<file path="src/rtl/direction_stepper.sv">
// direction_stepper: player movement controller. Latches a committed direction
// plus a one-deep pending turn from debounced buttons, runs its own move tick,
// and moves the player position with clamp or wrap at the playfield edges.
module direction_stepper #(
  parameter int X_W           = 10,
  parameter int Y_W           = 10,
  parameter int X_MAX         = 639,
  parameter int Y_MAX         = 479,
  parameter int X_START       = 320,
  parameter int Y_START       = 240,
  parameter int STEP_DIV      = 500000,
  parameter int DIV_W         = 20,
  parameter int WRAP          = 0,
  parameter int ALLOW_REVERSE = 0
) (
  input  logic           clk,
  input  logic           reset,
  input  logic           up,
  input  logic           down,
  input  logic           left,
  input  logic           right,
  input  logic           halt,
  output logic [3:0]     dir,
  output logic [X_W-1:0] pos_x,
  output logic [Y_W-1:0] pos_y,
  output logic           step,
  output logic           wall_hit
);

  typedef enum logic [1:0] {S_IDLE, S_MOVE, S_HALTED} state_t;

  localparam logic [3:0] D_UP = 4'b1000, D_DN = 4'b0100,
                         D_LT = 4'b0010, D_RT = 4'b0001;

  state_t         state_q, state_d;
  logic [3:0]     dir_q, dir_d;
  logic [3:0]     pend_q, pend_d;   // 0000 means no turn queued
  logic [DIV_W-1:0] cnt_q, cnt_d;
  logic [X_W-1:0] x_q, x_d;
  logic [Y_W-1:0] y_q, y_d;
  logic           step_q, step_d;
  logic           wall_q, wall_d;

  logic [3:0] req, opp, mdir;
  logic       req_ok, tick;

  // Request decode, validity against the current committed direction
  always_comb begin
    if (up)         req = D_UP;
    else if (down)  req = D_DN;
    else if (left)  req = D_LT;
    else if (right) req = D_RT;
    else            req = 4'b0000;
    opp    = {dir_q[2], dir_q[3], dir_q[0], dir_q[1]};
    req_ok = (req != 4'b0000) && (req != dir_q) &&
             ((ALLOW_REVERSE != 0) || (req != opp));
    tick   = (cnt_q == DIV_W'(STEP_DIV - 1));
    // A queued turn takes effect on the tick that consumes it
    mdir   = (pend_q != 4'b0000) ? pend_q : dir_q;
  end

  // Next-state: halt override, idle start, tick-driven movement
  always_comb begin
    state_d = state_q;
    dir_d   = dir_q;
    pend_d  = pend_q;
    cnt_d   = cnt_q;
    x_d     = x_q;
    y_d     = y_q;
    step_d  = 1'b0;
    wall_d  = 1'b0;
    if (halt) begin
      state_d = S_HALTED;
      dir_d   = 4'b0000;
      pend_d  = 4'b0000;
      cnt_d   = '0;
    end else begin
      case (state_q)
        S_HALTED: state_d = S_IDLE;
        S_IDLE: begin
          if (req_ok) begin
            state_d = S_MOVE;
            dir_d   = req;
            cnt_d   = '0;
          end
        end
        S_MOVE: begin
          if (tick) begin
            cnt_d  = '0;
            dir_d  = mdir;
            pend_d = 4'b0000;
            // Edge comparisons before arithmetic: X_MAX may sit below 2^X_W-1
            case (mdir)
              D_UP: begin
                if (y_q != '0)                   begin y_d = y_q - Y_W'(1); step_d = 1'b1; end
                else if (WRAP != 0)              begin y_d = Y_W'(Y_MAX);   step_d = 1'b1; end
                else                             wall_d = 1'b1;
              end
              D_DN: begin
                if (y_q != Y_W'(Y_MAX))          begin y_d = y_q + Y_W'(1); step_d = 1'b1; end
                else if (WRAP != 0)              begin y_d = '0;            step_d = 1'b1; end
                else                             wall_d = 1'b1;
              end
              D_LT: begin
                if (x_q != '0)                   begin x_d = x_q - X_W'(1); step_d = 1'b1; end
                else if (WRAP != 0)              begin x_d = X_W'(X_MAX);   step_d = 1'b1; end
                else                             wall_d = 1'b1;
              end
              D_RT: begin
                if (x_q != X_W'(X_MAX))          begin x_d = x_q + X_W'(1); step_d = 1'b1; end
                else if (WRAP != 0)              begin x_d = '0;            step_d = 1'b1; end
                else                             wall_d = 1'b1;
              end
              default: ;
            endcase
          end else begin
            cnt_d = cnt_q + DIV_W'(1);
          end
          // Checked against the pre-tick direction; survives to the next tick
          if (req_ok) pend_d = req;
        end
        default: state_d = S_IDLE;
      endcase
    end
  end

  // State and output registers, asynchronous reset
  always_ff @(posedge clk or posedge reset) begin
    if (reset) begin
      state_q <= S_IDLE;
      dir_q   <= 4'b0000;
      pend_q  <= 4'b0000;
      cnt_q   <= '0;
      x_q     <= X_W'(X_START);
      y_q     <= Y_W'(Y_START);
      step_q  <= 1'b0;
      wall_q  <= 1'b0;
    end else begin
      state_q <= state_d;
      dir_q   <= dir_d;
      pend_q  <= pend_d;
      cnt_q   <= cnt_d;
      x_q     <= x_d;
      y_q     <= y_d;
      step_q  <= step_d;
      wall_q  <= wall_d;
    end
  end

  assign dir      = dir_q;
  assign pos_x    = x_q;
  assign pos_y    = y_q;
  assign step     = step_q;
  assign wall_hit = wall_q;

endmodule

</file>
<file path="config.mk">
export PLATFORM = sky130hd
export DESIGN_NAME = direction_stepper
export DESIGN_NICKNAME = d
export VERILOG_FILES = /design/src/rtl/direction_stepper.sv
export SDC_FILE = /design/constraint.sdc
export NUM_CORES = 1
export LEC_CHECK = 0
export CAP_MARGIN = 20
export CORE_MARGIN = 2
export CORE_UTILIZATION = 45
export CTS_CLUSTER_SIZE = 30
export DETAILED_ROUTE_END_ITERATION = 7
export GPL_TIMING_DRIVEN = 0
export HOLD_SLACK_MARGIN = 0.12
export PLACE_DENSITY_LB_ADDON = 0.25
export RECOVER_POWER = 50
export SYNTH_ARGS = -nofsm -noshare
export SYNTH_HDL_FRONTEND = slang
export SYNTH_SLANG_ARGS = --single-unit
</file>
<file path="constraint.sdc">
create_clock -name clk -period 7.35 [get_ports clk]
set_input_delay 0.735 -clock clk [delete_from_list [all_inputs] [get_ports clk]]
set_output_delay 0.735 -clock clk [all_outputs]
set_load 0.01 [all_outputs]
</file>
Word-level counts from Yosys, hierarchy flattened. Index checks and enable logic that the tools add are counted.

Register bits after elaboration: 52. Bits in latches: 0. Memory bits (writable): 0. ROM bits: 0. Input bits: 7. Output and inout bits: 26. Memories: 0.

$add $sub $neg: 5. $mul: 0. Div/mod/pow operators: 0. Magnitude comparators: 0. Eq/ne operators: 17. Shift operators: 0. Multiplexer cells: 42. Bitwise operators: 1. Reductions and logical operators: 18.

Operators by type and width (count): $mux W20 (3); $mux W10 (4); $pmux W10 S2 (2); $pmux W20 S2 (1); $mux W4 (9); $add A10 B1 Y10 const B (2); $add A20 B1 Y20 const B (1); $eq A20 B19 Y1 const B (1); $reduce_bool A10 Y1 (2); $sub A10 B1 Y10 const B (2); $mux W1 (15); $reduce_and A6 Y1 (2); $ne A10 B10 Y1 const B (1); $ne A10 B9 Y1 const B (1); $ne A2 B2 Y1 const B (5); $ne A4 B4 Y1 (2); $pmux W1 S4 (2); $pmux W4 S2 (1); $reduce_bool A4 Y1 (2); $mux W2 (3); $ne A3 B3 Y1 const B (2); $reduce_and A2 Y1 (3); $reduce_bool A2 Y1 (3); $reduce_bool A3 Y1 (2); 11 further kinds (12).

Logic depth before layout (Yosys ltp). Gate-level depths: netlist of run 1.

Depth in word-level cells: 10. Mapped depth: 12.

Least setup slack after synthesis of run 1. Ideal clock, no wire load.

Path type: reg-to-reg. Start: register dir_q[2], in the netlist dir[2]. End: register y_q[9], in the netlist pos_y[9]. Setup time: 80 ps. Arrival time: 2993 ps. Path slack: 4277 ps. Cell stages (with the launch flop): 12. Path buffers: 1. Cell sequence: dfrtp_1 -> buf_2 -> nor4b_1 -> o21ai_1 -> ha_1 -> a21o_1 -> a21oi_1 -> o21ai_0 -> o31a_1 -> or4_1 -> nand3_1 -> xnor2_1.

Longest elaborated chain between the ends: 4. Elaborated cells on any way between the ends: 8.

RTL lines: from (decl) (line 36) `logic [3:0] dir_q, dir_d;`; from (signal assigned) (line 140) `dir_q <= dir_d;`; $mux W4 (*) (line 59) `mdir = (pend_q != 4'b0000) ? pend_q : dir_q;`; $eq A4 B3 Y1 / $eq A4 B4 Y1 (equally long branches) (line 93) `case (mdir)`; $ne A2 B2 Y1 (no line) / $reduce_bool A2 Y1 (equally long branches); $reduce_and A6 Y1 (no line); to (signal assigned) (line 135) `y_q <= Y_W'(Y_START);`; to (signal assigned) (line 144) `y_q <= y_d;`; to (decl) (line 40) `logic [Y_W-1:0] y_q, y_d;`.

Every way passes the cells marked *; elsewhere a longest branch is shown, timed or not. A chain may end at the register's enable or synchronous reset.

Final worst setup path of run 1. Ends and elaborated chain as after synthesis.

==> results of run 1 <==
-- final cells by class --
cell class	instances	area [um2]	area share
Multi-Input combinational cell	326	2130	0.512
Sequential cell	52	1310	0.314
Timing Repair Buffer	31	304	0.0730
Buffer	21	131	0.0315
Tap cell	102	128	0.0306
Clock buffer	6	82.6	0.0198
Inverter	18	67.6	0.0162
Clock inverter	2	10.0	0.00240
-- synthesized netlist by cell type (2+ instances only) --
library cell / number / area [um2]
a211oi_1: 3 / 22.5
a21boi_0: 3 / 22.5
a21o_1: 2 / 15.0
a21oi_1: 28 / 140
a22oi_1: 2 / 15.0
and2_1: 3 / 18.8
and3_1: 5 / 31.3
and3b_1: 2 / 17.5
and4_1: 3 / 26.3
buf_2: 3 / 15.0
buf_4: 2 / 15.0
buf_6: 4 / 45.0
clkbuf_1: 10 / 37.5
dfrtp_1: 46 / 1150
dfstp_2: 6 / 158
ha_1: 16 / 200
inv_1: 17 / 63.8
nand2_1: 41 / 154
nand2_2: 2 / 12.5
nand2b_1: 5 / 31.3
nand3_1: 15 / 75.1
nand4_1: 11 / 68.8
nor2_1: 25 / 93.8
nor2b_1: 2 / 12.5
nor3_1: 8 / 40.0
nor3b_1: 2 / 15.0
nor4_1: 6 / 37.5
nor4b_1: 9 / 78.8
nor4bb_1: 2 / 20.0
o211ai_1: 3 / 22.5
o21a_1: 3 / 22.5
o21ai_0: 42 / 210
o21ai_1: 3 / 15.0
o22ai_1: 3 / 18.8
o31ai_1: 12 / 90.1
o31ai_4: 2 / 42.5
o41ai_1: 5 / 43.8
or3_1: 7 / 43.8
or4_1: 15 / 113
xnor2_1: 13 / 114
xor2_1: 6 / 52.6
-- flip-flops by register name, summed over array words and instances, names as in the netlist --
name      cells
pos_x        10
pend_q        4
pos_y        10
wall_hit      1
dir           4
step          1
state_q       2
cnt_q        20
-- layout by cell type, fill, tap and decap left out, types with 12 or more instances in the layout --
master           count
xnor2_1             13
or4_1               15
nand2_1             41
dfrtp_1             46
nand3_1             15
inv_1               17
o31ai_1             12
nor2_1              25
clkdlybuf4s50_1     16
dlygate4sd3_1       14
a21oi_1             28
ha_1                16
o21ai_0             42
-- worst max-delay path, stage by stage, from the launching register on --
cell	delay (ns)
dfrtp_1	0.39
buf_2	0.19
nor4b_1	0.16
o21ai_1	0.75
ha_1	0.38
a21o_1	0.17
a21oi_1	0.23
o21ai_0	0.21
o31a_1	0.31
or4_1	0.40
nand3_1	0.11
xnor2_1	0.11
-- logic make-up (layout without fill, tap and decap cells) --
group	count (synthesis)	in the layout
AO/OA/AOI/OAI	124	124
XOR/XNOR	19	19
adder cells (fa/ha/maj)	17	17
buffers and inverters	39	78
flip-flops	52	52
multiplexers	2	2
AND/OR/NAND/NOR	164	164
-- worst paths after layout --
path                                 start    endpoint  slack, ns  cells past startpoint
worst min register to register  state_q[1]  state_q[0]       0.51                      1
worst max-delay path                dir[2]    pos_y[9]       3.85                     11
min in group asynchronous            reset   cnt_q[10]       0.86                      2
worst min-delay path            state_q[1]  state_q[0]       0.51                      1
worst max register to register      dir[2]    pos_y[9]       3.85                     11
max in group asynchronous            reset  state_q[1]       4.02                      3
-- layer usage --
layer	track usage	part of all wire	up-vias
li1	-	-	1645
met1	0.298	0.49	1636
met2	0.321	0.46	66
met3	0.0409	0.045	5
met4	0.0543	0.0080	0
met5	0	0	-
-- per-stage QoR --
stage               instance area [um2]  hold slack (ns)  setup slack, ns  utilization
floorplan                          3640            0.469             4.28            -
global placement                   4070            0.495             3.94        0.524
detailed placement                 4090            0.506             3.90        0.527
CTS                                4180            0.506             3.86        0.538
global route                       4170            0.536             3.38        0.536
finish                             4170            0.512             3.85        0.536
-- power breakdown --
group	leakage, nW	internal (W)	switching [W]	total, W
sequential	0.694	0.000289	0.00000376	0.000293
clock	0.0510	0.0000754	0.0000946	0.000170
combinational	0.975	0.0000381	0.0000624	0.000101
==> metrics.md, run 1 <==
| Metric | Value |
|---|---|
| CTS sink count | 52 |
| Tot Pwr | 0.000563 W |
| Hold Violations, Final | 0 |
| Pin count of the biggest net entering global routing | 42 |
| Rel. slew slack | -0.500 |
| Drc violations | 0 |
| Synth Register Bits | 52 |
| CP Class | flip-flop to flip-flop |
| Clock transition at the registers of the reported paths | 0.10 ns |
| Setup TNS | 0 ns |
| Hold buffers post-CTS | 0 |
| HPWL Detailed | 6.17 mm |
| Worst Skew | 0.00657 ns |
| Post-detailed-route via-to-cell ratio | 6.01 |
| Max Freq | approximately 0.29 GHz |
| Min Tclk post-route | 3.50 ns |
| Clock buffer depth | 2 |
| Initial antenna violation count | 0 |
| Cell Rows | 32 |
| Post-Syn Area | 3640 um2 |
| Leak pwr | 1.72 nW |
| Max Cap Violations | 1 |
| Clock Latency Late Sink | 0.31 ns |
| FFs w/ async S/R, synth | 1.00 |
| Max-slew violation total from the final report | 42 |
| Failing checks | max-capacitance violations, max-slew violations |
| DIE HEIGHT | around 94 um |
| Chip Width | roughly 94 um |
| I/O pin count | 33 |
| Final Setup Violations | 0 |
| Htree depth | 2 |
| Tcrit/Tclk final | 0.477 |
| DP Cell Count | 550 |
| Core ar. | 7770 um2 |
| Global-route wire length before repair | approximately 15 mm |
| Gpl congestion | 0.881 |
| Multiplexer share of the synthesized area | 0.00584 |
| # resized after CTS | 0 |
| Synth warn | 0 |
| GRT overflow | 0 |
| HP Class | flip-flop to flip-flop |
| Post-synth EDFFs | 0 |
| Pwr/cell area | 135 nW/um2 |
| Startpoint Class | flip-flop |
| Detailed Route Iter0 Violations | about 150 |
| Mapped Cells | 417 |
| Nets | 479 |
| Vias | 3352 |
| CTS tree | built |
| Max VDD drop | 0.0000940 V |
| Wire per inst | around 15 um |
| DIE AREA | about 8800 um2 |
| # diodes | 0 |
| Clk root buf | clkbuf_8 |
| Total CTS buffers | 5 |
| DRT antenna net count | 0 |
| Total Wirelength | 8.51 mm |
| Setup crit end kind | flip-flop |
| Fraction of layout cells with a size suffix above 1 | 0.0789 |
| Adder-Cell Fraction of Synth Area | 0.0605 |
| Top_reg_cell synth | dfrtp_1 |
| Post-Layout Cell Count | 558 |
| Xor/xnor share of the synthesized area | 0.0457 |
| Netlist cell types | 61 |
| Port Buffers | 30 |
| Initial core utilization | 0.469 |
| CP arrival | about 3.7 ns |
| Area grow syn2layout | 14.4% |
| Status | finished with violations |
| GRT Util Overall | 0.208 |
| Post-Syn Nets | 441 |
| Worst slew pin tran | 2.25 ns |
| Filler cells | 770 |
| Worst Path Required | 7.58 ns |
| Vias in the first global route | 3218 |
| Main combinational cell family by area after synthesis | simple AND/OR/NAND/NOR gates |
| Register area share after synthesis | 0.359 |
| Max FO, Critical Path | 14 |
| Compound-cell area share of the yosys netlist | 0.227 |
| DRT Pass-1 Iters | 4 |
| RSZ-0062 raised after global routing | no |
| Setup bufs post-CTS | 0 |
| Synth Area in Simple Gates | 0.247 |
| Syn avg cell area | a little under 9 um2 |
Note: power is estimated with default switching activity, not from simulation.
==> run 2, diff against run 1 <==
- clock period: 7.35 -> 3.3 ns (I/O delays scaled with it)
==> run 2 against run 1 <==
Effect of this change:
- the run still ends with max-capacitance violations, max-slew violations left
- wire length is 0.98% higher
- largest power group unchanged
- combinational power increased by 130%
- clock skew is 0.0022 ns higher
- cell count grew 0.90%
- clock power grew 120%
- sequential share of layout area decreased by 0.43 points
- critical path depth unchanged
- critical endpoint unchanged
- first-iteration DRC count down 15%
- die area stayed put
- cell area increased by 1.4%
- via count grew 0.60%
- clock-buffer cell count is the same
==> metrics.md, run 2 (synthesis gave the netlist of run 1 again) <==
| Metric | Value |
|---|---|
| Initial core utilization | 0.469 (unchanged) |
| Max FO, Critical Path | 10 (-4) |
| DIE AREA | 8830 um2 (unchanged) |
| Clock transition at the registers of the reported paths | 0.10 ns (about the same) |
| Failing checks | max-capacitance violations, max-slew violations |
| # diodes | 0 (unchanged) |
| Setup TNS | 0 ns (unchanged) |
| Hold Path Cell Cnt | 3 (+2) |
| Reg2reg path depth | 11 (unchanged) |
| I/O pin count | 33 (unchanged) |
| Initial antenna violation count | 0 (unchanged) |
| CTS sink count | 52 (unchanged) |
| Pwr/cell area | 299 nW/um2 (+120%) |
| Clock Latency Late Sink | 0.31 ns (about the same) |
| GRT overflow | 0 (unchanged) |
| Most frequent cells in the layout | dfrtp_1 (46), o21ai_0 (42), nand2_1 (41), a21oi_1 (28), nor2_1 (25) |
| Post-detailed-route via-to-cell ratio | 5.99 (-0.30%) |
| Clk root buf | clkbuf_8 |
| CP arrival | 3.43 ns (-0.31 ns) |
| Setup crit end kind | flip-flop |
| Chip Width | 94.0 um (unchanged) |
| Startpoint Class | flip-flop |
| Tcrit/Tclk final | 0.972 (+0.495) |
| Vias in the first global route | 3218 (unchanged) |
| Max VDD drop | 0.000206 V (+120%) |
| Most common cell after layout, fill and taps aside | dfrtp_1 |
| Final Setup Violations | 0 (unchanged) |
| Hold Violations, Final | 0 (unchanged) |
| Max-slew violation total from the final report | 42 (unchanged) |
| Total CTS buffers | 5 (unchanged) |
| Global-route wire length before repair | 15.0 mm (unchanged) |
| Worst Skew | 0.00878 ns (+0.00221 ns) |
| Gpl congestion | 0.881 (unchanged) |
| Status | finished with violations |
| Worst slew pin tran | 1.88 ns (-0.374 ns) |
| CTS tree | built |
| DRT Pass-1 Iters | 4 (unchanged) |
| Max Freq | 0.312 GHz (+9.2%) |
| Area grow syn2layout | 16.0% |
| Total Wirelength | 8.60 mm (+0.98%) |
| Final Cell Area | 4220 um2 (+1.4%) |
| GRT Util Overall | 0.208 (unchanged) |
| Leak pwr | 1.75 nW (+1.8%) |
| Placed cell area | 4090 um2 (unchanged) |
| CP Class | flip-flop to flip-flop |
| Cell Rows | 32 (unchanged) |
| DP Cell Count | 550 (unchanged) |
| Drc violations | 0 (unchanged) |
| HPWL Detailed | 6.17 mm (unchanged) |
| Pin count of the biggest net entering global routing | 42 (unchanged) |
| Clock buffer depth | 2 (unchanged) |
| Detailed Route Iter0 Violations | 124 (-15%) |
| Vias | 3372 (+0.60%) |
| Port Buffers | 30 (unchanged) |
| Min Tclk post-route | 3.21 ns (-0.296 ns) |
| Post-Layout Cell Count | 563 (+0.90%) |
| Max Cap Violations | 1 (unchanged) |
| Tot Pwr | 0.00126 W (+120%) |
| Max FFs per register | 20 (unchanged) |
| Worst Path Required | 3.52 ns (-4.06 ns) |
| Fraction of layout cells with a size suffix above 1 | 0.0954 (+0.0165) |
| Rel. slew slack | -0.251 (+0.249) |
| DIE HEIGHT | 94.0 um (unchanged) |
| Htree depth | 2 (unchanged) |
| Core ar. | 7770 um2 (unchanged) |
| RSZ-0062 raised after global routing | yes |
| Wire per inst | 15.3 um (about the same) |
| HP Class | input pin to flip-flop |
| DRT antenna net count | 0 (unchanged) |
| Nets | 484 (+1.0%) |
| Largest Register | cnt_q |
[run 2: final cells by class]
class                   count  area [um2]
fillers                   761        3540
multi-input cells         326        2150
flip-flops and latches     52        1310
repair buffers             36         350
plain buffers              21         131
well taps                 102         128
clock buffers               6        82.6
inverters                  18        67.6
clock inverters             2        10.0
[run 2: path summary, 6_finish.rpt]
check	start	end	slack, ns
max in group asynchronous	reset	pos_y[9]	0.61
setup reg to reg	dir[2]	pos_y[9]	0.09
setup / recovery	dir[2]	pos_y[9]	0.09
min in group asynchronous	reset	cnt_q[10]	0.46
hold reg to reg	state_q[1]	state_q[0]	0.51
hold / removal	down	pend_q[2]	0.34
[run 2: routing by layer]
layer | global-route usage | part of all wire | vias to the layer above
met5 | 0 | 0 | -
met4 | 0.0543 | 0.0081 | 0
met3 | 0.0409 | 0.047 | 5
met2 | 0.321 | 0.46 | 78
met1 | 0.298 | 0.49 | 1634
li1 | - | - | 1655
[run 2: power breakdown]
group	switching (W)	internal (W)	total, W	leakage (nW)
clock	0.000209	0.000168	0.000377	0.0510
combinational	0.000142	0.0000932	0.000235	1.01
sequential	0.00000840	0.000644	0.000652	0.694
total	0.000359	0.000905	0.00126	1.75
[run 2: what timing repair did]
| item | in CTS | in global routing |
|---|---|---|
| setup buffers | 0 | 5 |
| pin swaps | 0 | 1 |
| hold buffers | 0 | 0 |
| endpoints found under the setup margin | 2 | 3 |
| cloned | 0 | 0 |
| resized for setup | 1 | 2 |
[run 2: per-stage QoR]
| step | setup slack, ns | utilization | hold WS, ns |
|---|---|---|---|
| floorplan | 0.227 | - | 0.469 |
| CTS | 0.0956 | 0.539 | 0.276 |
| global placement | -0.115 | 0.524 | 0.495 |
| global route | -0.0534 | 0.544 | 0.348 |
| detailed placement | -0.153 | 0.527 | 0.506 |
| finish | 0.0927 | 0.544 | 0.345 |
[run 2: worst max-delay path, stage by stage, from the launching register on]
cell	delay [ns]
dfrtp_1	0.36
buf_2	0.25
nor4b_1	0.36
o21ai_2	0.22
ha_1	0.32
a21o_1	0.17
a21oi_1	0.24
o21ai_0	0.21
o31a_1	0.32
or4_1	0.40
nand3_1	0.13
xnor2_1	0.13
==> RTL edit, RTL diff (flow settings as in run 2) <==
Change the parameter `ALLOW_REVERSE` from 0 to 1.
--- a/src/rtl/direction_stepper.sv
+++ b/src/rtl/direction_stepper.sv
@@ -11,7 +11,7 @@
   parameter int STEP_DIV      = 500000,
   parameter int DIV_W         = 20,
   parameter int WRAP          = 0,
-  parameter int ALLOW_REVERSE = 0
+  parameter int ALLOW_REVERSE = 1
 ) (
   input  logic           clk,
   input  logic           reset,
Function: same outputs for any inputs over 10 cycles, from zero or initial values and one cycle with reset high; that may be too few to reach the edited logic, so the function may still have changed.
==> RTL edit against run 2 <==
  * The flow still finishes with violations (capacitance limit, slew limit)
  * Routed wire length decreased by 5.9%
  * Synthesized area is 3.8% lower
  * Design area down 3.9%
  * Worst setup slack gained 0.17 ns
  * Highest routed layer unchanged
  * First-iteration DRC count up 94%
  * Maximum frequency increased by 5.5%
  * Critical endpoint is now pos_y[8]$_DFFE_PP0P_
  * Total power is essentially flat
  * Hold slack improved by 0.13 ns
  * Cell count is 4.6% lower
  * Largest power group unchanged
  * Sequential cell count unchanged
  * Critical path type unchanged
==> RTL edit: results (changes against run 2) <==
* Outcome: finished with violations
* Failing checks: capacitance limit, slew limit
* Compound-Gate Fraction of Synth Area at 20.6% (-2.1 points)
* Synth cell count leaders: 46 x dfrtp_1, 42 x o21ai_0, 36 x nor2_1
* Multiplexer share of the synthesized area at 2.57% (+2.0 points)
* Dpl hpwl at 5900 um (-4.5%)
* Worst EP arrival at 3.24 ns (-0.19 ns)
* Final net count at 458 (-5.4%)
* Max-slew violations at 40 (-4.8%)
* Fraction of synthesized cell area in xor and xnor cells at 5.25% (+0.68 points)
* Ratio of cells with drive above 1 in the final layout at 10.1% (+0.57 points)
* Max VDD drop at 0.152 mV (-26%)
* First-pass GRT wire length at 14000 um (-6.5%)
* Relative slew slack at -18.9% (+6.2 points)
* Initial DRC Count at 241 (+94%)
* Max-cap violation count at 1 (unchanged)
* Mapped Area at 3500 um2 (-3.8%)
* # Post-CTS Setup Buffers at 0 (unchanged)
* Cell variety after synth at 63 (+3.3%)
* Critical path fanouts, max at 13 (+3)
* Synth top area cells: dfrtp_1 33%, o21ai_0 6.0%, ha_1 5.7%
* Crit Reg-Reg Startpoint: dir[2]$_DFFE_PP0P_
* Resized cells post-CTS at 0 (-1)
* Adder and majority cell fraction of the synthesized area at 6.29% (+0.24 points)
* Reg2reg setup slack at 0.26 ns (+0.17 ns)
* RR Endpoint: pos_y[8]$_DFFE_PP0P_
* Largest net degree at the start of global routing at 40 (-4.8%)
* Max reg flops at 20 (unchanged)
* Int Pwr at 905 uW (about the same)
* Routed via count at 3072 (-8.9%)
* Placed cell area at 3970 um2 (-2.9%)
* CP Class: reg -> reg
* Vias in the first global route at 2918 (-9.3%)
* PortBufs at 32 (+6.7%)
* Routed wire length at 8090 um (-5.9%)
* Fill cells at 734 (-3.5%)
* Total GRT Usage at 20.2% (-0.55 points)
* Reg area at 1310 um2 (unchanged)
* Comb power frac at 16.8% (-1.8 points)
* Final Hold Slack at 0.472 ns (+0.127 ns)
* Post-route DRC at 0 (unchanged)
* P_leak at 0.00176 uW (+0.26%)
* Clock Skew at 0.0135 ns (+0.00472 ns)
* RePlAce Congestion at 0.856 (-2.8%)
* Clock slew at reported path FFs at 0.10 ns (about the same)
* Register area share after synthesis at 37.4% (+1.4 points)
* TritonCTS buffer count at 5 (unchanged)
* Worst min path class: in -> async
* Post-synthesis net count at 418 (-5.2%)
RTL edit: cell types whose count changed after synthesis, moves of 4 or more:
cell,run 2,this run
clkbuf_1,10,5
inv_1,17,12
mux2_2,1,8
nand2_1,41,33
nand3_1,15,7
nor2_1,25,36
nor4_1,6,11
nor4b_1,9,2
o41ai_1,5,1
or4_1,15,2
RTL edit: final cells by class:
class	instances	share of cell area (%)
clock inverters	1	0.185
multi-input cells	317	50.7
clock buffers	7	2.13
inverters	13	1.26
repair buffers	33	8.20
well taps	102	3.15
flip-flops and latches	52	32.3
plain buffers	12	2.10
RTL edit: layer usage:
| metal | GRT usage (%) | part of all wire [%] |
|---|---|---|
| met4 | 4.73 | 0.94 |
| met3 | 2.96 | 2.5 |
| met1 | 28.5 | 50 |
| met5 | 0 | 0 |
| met2 | 33.1 | 46 |
RTL edit: power by group through the flow:
stage	clock [uW]	sequential [uW]	combinational (uW)
after floorplan	0	667	156
after global placement	0	669	207
after detailed placement	0	669	214
after CTS	407	657	215
after global routing	425	659	242
final	395	657	212
RTL edit: stage by stage:
stage / instances / total power [uW] / worst slack, ns
6_report: 537 / 1260 / 0.259
5_1_grt: 537 / 1330 / 0.0261
4_1_cts: 537 / 1280 / 0.266
3_5_place_dp: 529 / 883 / 0.302
3_3_place_gp: 528 / 876 / 0.338
2_1_floorplan: 394 / 823 / 0.606
RTL edit: worst max-delay path, cell delays in order, from the launching register on:
cell and delay [ns]:
dfrtp_1 0.57, nor4b_2 0.35, o211ai_2 0.30, inv_1 0.19, fa_1 0.24, inv_1 0.06
a21o_1 0.17, a21oi_1 0.24, a2bb2oi_1 0.26, a21oi_1 0.12, xor2_1 0.16, mux2_2 0.27
